===== src/rtl/nioslab2_onchip_ram_arbiter.sv =====
`default_nettype none
// ============================================================================
// Module   : nioslab2_onchip_ram_arbiter
// Brief    : Two-requester round-robin arbiter in front of a single-port
//            on-chip RAM with registered address and one-cycle read latency.
// Revision : 1.0 - initial release
// ============================================================================
module nioslab2_onchip_ram_arbiter #(
    parameter int ADDR_W = 13,
    parameter int DATA_W = 32,
    parameter int BE_W   = 4
) (
    input  logic              clk,
    input  logic              reset,

    input  logic [ADDR_W-1:0] m0_address,
    input  logic [BE_W-1:0]   m0_byteenable,
    input  logic              m0_read,
    input  logic              m0_write,
    input  logic [DATA_W-1:0] m0_writedata,
    output logic              m0_waitrequest,
    output logic [DATA_W-1:0] m0_readdata,
    output logic              m0_readdatavalid,

    input  logic [ADDR_W-1:0] m1_address,
    input  logic [BE_W-1:0]   m1_byteenable,
    input  logic              m1_read,
    input  logic              m1_write,
    input  logic [DATA_W-1:0] m1_writedata,
    output logic              m1_waitrequest,
    output logic [DATA_W-1:0] m1_readdata,
    output logic              m1_readdatavalid,

    output logic [ADDR_W-1:0] ram_address,
    output logic [BE_W-1:0]   ram_byteenable,
    output logic              ram_chipselect,
    output logic              ram_write,
    output logic [DATA_W-1:0] ram_writedata,
    output logic              ram_clken,
    input  logic [DATA_W-1:0] ram_readdata
);

    typedef enum logic [1:0] {
        ST_IDLE  = 2'd0,
        ST_ISSUE = 2'd1,
        ST_RDATA = 2'd2
    } state_t;

    state_t            r_state;
    logic              r_last_grant;
    logic              r_winner;
    logic [ADDR_W-1:0] r_ram_address;
    logic [BE_W-1:0]   r_ram_byteenable;
    logic [DATA_W-1:0] r_ram_writedata;
    logic              r_ram_chipselect;
    logic              r_ram_write;
    logic              r_m0_waitrequest;
    logic              r_m1_waitrequest;
    logic              r_m0_readdatavalid;
    logic              r_m1_readdatavalid;

    logic              w_m0_pending;
    logic              w_m1_pending;
    logic              w_grant;
    logic [ADDR_W-1:0] w_sel_address;
    logic [BE_W-1:0]   w_sel_byteenable;
    logic [DATA_W-1:0] w_sel_writedata;
    logic              w_sel_write;

    assign w_m0_pending = m0_read | m0_write;
    assign w_m1_pending = m1_read | m1_write;

    // On a tie the requester that did not win last time goes next.
    assign w_grant = (w_m0_pending && w_m1_pending) ? ~r_last_grant : w_m1_pending;

    assign w_sel_address    = w_grant ? m1_address    : m0_address;
    assign w_sel_byteenable = w_grant ? m1_byteenable : m0_byteenable;
    assign w_sel_writedata  = w_grant ? m1_writedata  : m0_writedata;
    assign w_sel_write      = w_grant ? m1_write      : m0_write;

    always_ff @(posedge clk) begin
        if (reset) begin
            r_state            <= ST_IDLE;
            r_last_grant       <= 1'b1;
            r_winner           <= 1'b0;
            r_ram_address      <= '0;
            r_ram_byteenable   <= '0;
            r_ram_writedata    <= '0;
            r_ram_chipselect   <= 1'b0;
            r_ram_write        <= 1'b0;
            r_m0_waitrequest   <= 1'b1;
            r_m1_waitrequest   <= 1'b1;
            r_m0_readdatavalid <= 1'b0;
            r_m1_readdatavalid <= 1'b0;
        end else begin
            r_ram_chipselect   <= 1'b0;
            r_ram_write        <= 1'b0;
            r_m0_waitrequest   <= 1'b1;
            r_m1_waitrequest   <= 1'b1;
            r_m0_readdatavalid <= 1'b0;
            r_m1_readdatavalid <= 1'b0;
            case (r_state)
                ST_IDLE: begin
                    if (w_m0_pending || w_m1_pending) begin
                        r_winner         <= w_grant;
                        r_last_grant     <= w_grant;
                        r_ram_address    <= w_sel_address;
                        r_ram_byteenable <= w_sel_byteenable;
                        r_ram_writedata  <= w_sel_writedata;
                        r_ram_chipselect <= 1'b1;
                        r_ram_write      <= w_sel_write;
                        if (w_grant) begin
                            r_m1_waitrequest <= 1'b0;
                        end else begin
                            r_m0_waitrequest <= 1'b0;
                        end
                        r_state <= ST_ISSUE;
                    end
                end
                ST_ISSUE: begin
                    if (r_ram_write) begin
                        r_state <= ST_IDLE;
                    end else begin
                        if (r_winner) begin
                            r_m1_readdatavalid <= 1'b1;
                        end else begin
                            r_m0_readdatavalid <= 1'b1;
                        end
                        r_state <= ST_RDATA;
                    end
                end
                ST_RDATA: begin
                    r_state <= ST_IDLE;
                end
                default: begin
                    r_state <= ST_IDLE;
                end
            endcase
        end
    end

    assign ram_address    = r_ram_address;
    assign ram_byteenable = r_ram_byteenable;
    assign ram_writedata  = r_ram_writedata;
    assign ram_chipselect = r_ram_chipselect;
    assign ram_write      = r_ram_write;
    assign ram_clken      = ~reset;

    assign m0_waitrequest = r_m0_waitrequest;
    assign m1_waitrequest = r_m1_waitrequest;

    // Reset arriving during the return cycle suppresses the strobe immediately.
    assign m0_readdatavalid = r_m0_readdatavalid & ~reset;
    assign m1_readdatavalid = r_m1_readdatavalid & ~reset;

    assign m0_readdata = ram_readdata;
    assign m1_readdata = ram_readdata;

endmodule
`default_nettype wire


===== config.mk =====
export PLATFORM = sky130hd
export DESIGN_NAME = nioslab2_onchip_ram_arbiter
export DESIGN_NICKNAME = d
export VERILOG_FILES = /design/src/rtl/nioslab2_onchip_ram_arbiter.sv
export SDC_FILE = /design/constraint.sdc
export NUM_CORES = 1
export LEC_CHECK = 0
export CAP_MARGIN = 20
export CORE_ASPECT_RATIO = 0.9
export CORE_MARGIN = 2
export CORE_UTILIZATION = 36
export DETAILED_ROUTE_END_ITERATION = 16
export GPL_ROUTABILITY_DRIVEN = 0
export GPL_TIMING_DRIVEN = 0
export PLACE_DENSITY = 0.93
export SLEW_MARGIN = 20
export SYNTH_ARGS = -nofsm -noshare
export SYNTH_HDL_FRONTEND = slang
export SYNTH_SLANG_ARGS = --single-unit

===== constraint.sdc =====
create_clock -name clk -period 4.14 [get_ports clk]
set_input_delay 0.828 -clock clk [delete_from_list [all_inputs] [get_ports clk]]
set_output_delay 0.828 -clock clk [all_outputs]
set_load 0.01 [all_outputs]

; Word level (Yosys, flattened, before mapping)
; Cells that the tools add are included.
; W data, S select, Z words.
[op_classes]
muxes = 13
bitwise_logic = 9
reduce_logical = 7
n_eq_ne = 2
[op_table]
columns = operator, n
row1 = $mux W32, 1
row2 = $mux W13, 1
row3 = $mux W1, 7
row4 = $reduce_or A3 Y1, 2
row5 = $not A1 Y1, 5
row6 = $mux W2, 2
row7 = $mux W4, 1
row8 = $pmux W2 S2, 1
row9 = $and A1 B1 Y1, 2
row10 = $eq A2 B1 Y1 const B, 1
row11 = $logic_not A2 Y1, 1
row12 = $ne A2 B2 Y1 const B, 1
row13 = $or A1 B1 Y1, 2
row14 = $reduce_and A2 Y1, 1
row15 = $reduce_or A2 Y1, 1
row16 = $logic_and A1 B1 Y1, 1
row17 = $logic_or A1 B1 Y1, 1
[totals]
input_bits = 136
word_cells = 43
out_inout_bits = 120
reg_bits = 59

; Depth between registers and ports, before layout
[depth]
word_depth = 4
mapped_depth = 6
depth_no_buf = 3

; Least setup slack after synthesis
; Ideal clock, no wire load.
[synth_timing]
kind = input to register
from = input port m1_read
to = register r_ram_writedata[17], in the netlist ram_writedata[17]
t_required_ns = 4.052
n_path_buf = 3
path_stages = 6
slack_ns = 1.962
arrival_time_ns = 2.090
path_cell_list = or4_1 -> buf_2 -> and2_1 -> buf_6 -> buf_6 -> a311oi_2
[synth_between]
elab_chain_len = 4
elab_cells_between_ends = 6
classes_between = 2 x mux / 1 x bitwise / 3 x reduce/logical
[synth_rtl]
columns = element, line
row1 = start: declaration, 27  ; input logic m1_read,
row2 = $or A1 B1 Y1 *, 71  ; assign w_m1_pending = m1_read | m1_write;
row3 = $logic_and A1 B1 Y1, 74  ; assign w_grant = (w_m0_pending && w_m1_pending) ? ~r_last_grant : w_m1_pending;
row4 = $mux W1, 74
row5 = $mux W32, 78  ; assign w_sel_writedata = w_grant ? m1_writedata : m0_writedata;
row6 = end signal: assignment, 109  ; r_ram_writedata <= w_sel_writedata;
row7 = end: declaration, 54  ; logic [DATA_W-1:0] r_ram_writedata;
; Every way passes the cells marked *; elsewhere a longest branch is shown, timed or not.
; A chain may end at the register's enable or synchronous reset.

; Final worst setup path
[layout_timing]
from = input port reset
to = output port ram_clken
[layout_between]
elab_chain_len = 1
[layout_rtl]
columns = element, line
row1 = start: declaration, 14  ; input logic reset,
row2 = $not A1 Y1, 147  ; assign ram_clken = ~reset;
row3 = end: declaration, 39  ; output logic ram_clken,
; Every way passes these cells.

==> results.sh <==
export IMPL_via_count=4014
export IMPL_fill_cells=663
export IMPL_place_inst=733
export IMPL_status="finished clean"
export IMPL_clockBufferDepth=2
export IMPL_path_class="input pin to output port"
export IMPL_r2r_slack_ns=2.34
export IMPL_register_area_um2=1180
export IMPL_cts_hold_buf=0
export IMPL_grt_max_degree=11
export IMPL_avgSynthCellArea_um2=8.19
export IMPL_setup_viol=0
export IMPL_arrival_ns=2.55
export IMPL_drive_gt1_share_pct=13.8
export IMPL_crit_path_top_delay_cell="clkdlybuf4s50_1"
export IMPL_rsz0062_at_grt="no"
export IMPL_remaining_drc_errors=0
export IMPL_required_ns=3.31
export IMPL_synthFlopType="dfxtp_1"
export IMPL_min_to="r_m0_readdatavalid"
export IMPL_holdWs_ns=0.428
export IMPL_syn_num_nets=527
export IMPL_grt_pass1_vias=3793
export IMPL_cp_top_family="buffers and inverters"
export IMPL_timing_rr_end="ram_writedata[4]"
export IMPL_finalCriticalPeriod_ns=3.38
export IMPL_fp_row_count=32
export IMPL_cp_max_fo=10
export IMPL_clkTransAtPathRegs_ns=0.07
export IMPL_drtPass1Iterations=5
export IMPL_areaGrowthSynthToFinish_pct=82.3
export IMPL_hp_class="flop to flop"
export IMPL_mostFrequentLayoutCells="clkdlybuf4s50_1, buf_4, dfxtp_1"
export IMPL_synth_distinct_cells=26
export IMPL_cts_tree="built"
export IMPL_cts_resized=0
export IMPL_cp_start_kind="input pin"
export IMPL_reg2reg_depth=4
export IMPL_final_common_cell="clkdlybuf4s50_1"
export IMPL_h_tree_depth=3
export IMPL_crit_path_end_kind="output port"
export IMPL_max_stage_delay_ns=0.53
export IMPL_postCtsSetupBuffers=0
export IMPL_leakage_nw=2.19
export IMPL_clock_sinks=59
export IMPL_grt_first_pass_wirelength_mm=18.5
export IMPL_hold_viol_final=0
export IMPL_max_cap_violations=0
export IMPL_path_common_cell="clkdlybuf4s50_1"
export IMPL_p_per_area_nw_per_um2=359
export IMPL_syn_area_um2=3200
export IMPL_antenna_found_initial=0
export IMPL_finalWorstSetupSlack_ns=0.761
export IMPL_synth_seq_cells=59
export IMPL_die_area_um2=9670
export IMPL_clock_latency_ns=0.32
export IMPL_critPathBufInv=4
export IMPL_io_buffers=223
export IMPL_final_max_slew_viol_count=0
export IMPL_grt_overflow=0
export IMPL_antennaDiodeCount=0
export IMPL_max_slew_margin_pct=54.9
export IMPL_clock_skew_ns=0.00476
export IMPL_die_h_um=93.5
export IMPL_drt_initial_drc_count=242
export IMPL_multi_input_area_um2=1330
export IMPL_root_buffer="clkbuf_8"
export IMPL_peakVddDrop_mv=0.174
export IMPL_layout_nets=761
export IMPL_core_area_um2=8610
export IMPL_start_util_pct=37.2
export IMPL_syn_inst=391
export IMPL_p_total_w=0.00210
export IMPL_hp_start="r_winner"
export IMPL_num_io_pins=256
export IMPL_synth_seq_area_share_pct=36.9
export IMPL_drt_wirelength_per_cell_um=16.6
export IMPL_cts_buffers=9
export IMPL_worst_pin_slew_ns=0.674
export IMPL_die_w_um=103
export IMPL_post_route_period_util_pct=81.6
export IMPL_dpl_hpwl_mm=9.42
export IMPL_hold_path_cell_count=1
export IMPL_yosysWarnings=0
export IMPL_maxClockFrequency_mhz=296
export IMPL_track_usage_pct=24.3
export IMPL_r2r_start="r_state[1]"
export IMPL_layout_cells_non_filler=749
export IMPL_postRouteAntennaNets=0
export IMPL_finalSetupTns_ns=0
export IMPL_async_flop_share_pct=0
export IMPL_post_place_ws_ns=0.833
export IMPL_vias_per_cell=5.36
export IMPL_synth_edff_count=0
export IMPL_cp_cell_sequence="clkdlybuf4s50_1 -> clkbuf_1 -> inv_1 -> clkdlybuf4s50_1"
export IMPL_drt_total_wl_mm=12.5
## cells by family (layout without fill, tap and decap cells)
| group | count (synthesis) | count (layout) | share of synthesized area [%] |
|---|---|---|---|
| AO/OA/AOI/OAI | 153 | 153 | 30.2 |
| AND/OR/NAND/NOR | 70 | 70 | 11.2 |
| buffers and inverters | 109 | 348 | 21.7 |
| flip-flops | 59 | 59 | 36.9 |
## stage by stage
| step | util [%] | cell area [um2] |
|---|---|---|
| floorplan | - | 3200 |
| global placement | 64.9 | 5580 |
| detailed placement | 64.9 | 5580 |
| CTS | 67.8 | 5840 |
| global route | 67.8 | 5840 |
| finish | 67.8 | 5840 |
## Yosys cell counts, drive strengths merged, types with 2 or more instances
master	instances	area, um2
o21a	2	15.0
buf	71	553
nor2b	3	18.8
dfxtp	59	1180
a21oi	50	250
o21ai	50	250
a311oi	49	435
nor2	6	22.5
nand3	50	250
and2	2	12.5
clkbuf	37	139
nand2	2	7.51
## metal layers
layer / vias to the layer above / global-route usage (%) / part of all wire (%)
met3: 8 / 5.68 / 9.1
met4: 0 / 5.48 / 0.72
met5: - / 0 / 0
met1: 1905 / 30.7 / 40
li1: 1857 / - / -
met2: 244 / 41.7 / 50
## state kept, by name, summed over array words and instances, names as in the netlist
| name | cells |
|---|---|
| ram_write | 1 |
| ram_writedata | 32 |
| r_m0_readdatavalid | 1 |
| r_state | 2 |
| m0_waitrequest | 1 |
| r_m1_readdatavalid | 1 |
| ram_byteenable | 4 |
| r_last_grant | 1 |
| ram_chipselect | 1 |
| ram_address | 13 |
| m1_waitrequest | 1 |
| r_winner | 1 |
## power by group
part,switching [W],internal [W]
Sequential,0.0000435,0.000645
Clock,0.000231,0.000461
Combinational,0.000317,0.000402
Total,0.000591,0.00151
## worst max-delay path by stage
stage / startpoint / cells past startpoint / slack (ns) / endpoint
final: reset / 4 / 0.76 / ram_clken
after global routing: reset / 4 / 0.71 / ram_clken
after CTS: reset / 4 / 0.82 / ram_clken
after detailed placement: reset / 4 / 0.83 / ram_clken
after global placement: reset / 4 / 0.86 / ram_clken
after floorplan: m1_read / 6 / 1.96 / ram_writedata[17]
## cell type report
type | count | area share [%]
well taps | 119 | 2.55
flip-flops and latches | 59 | 20.2
multi-input cells | 223 | 22.7
inverters | 1 | 0.0643
plain buffers | 108 | 11.8
repair buffers | 223 | 38.2
clock buffers | 11 | 2.25
clock inverters | 5 | 2.14
Power figures use the tool's default switching activity.
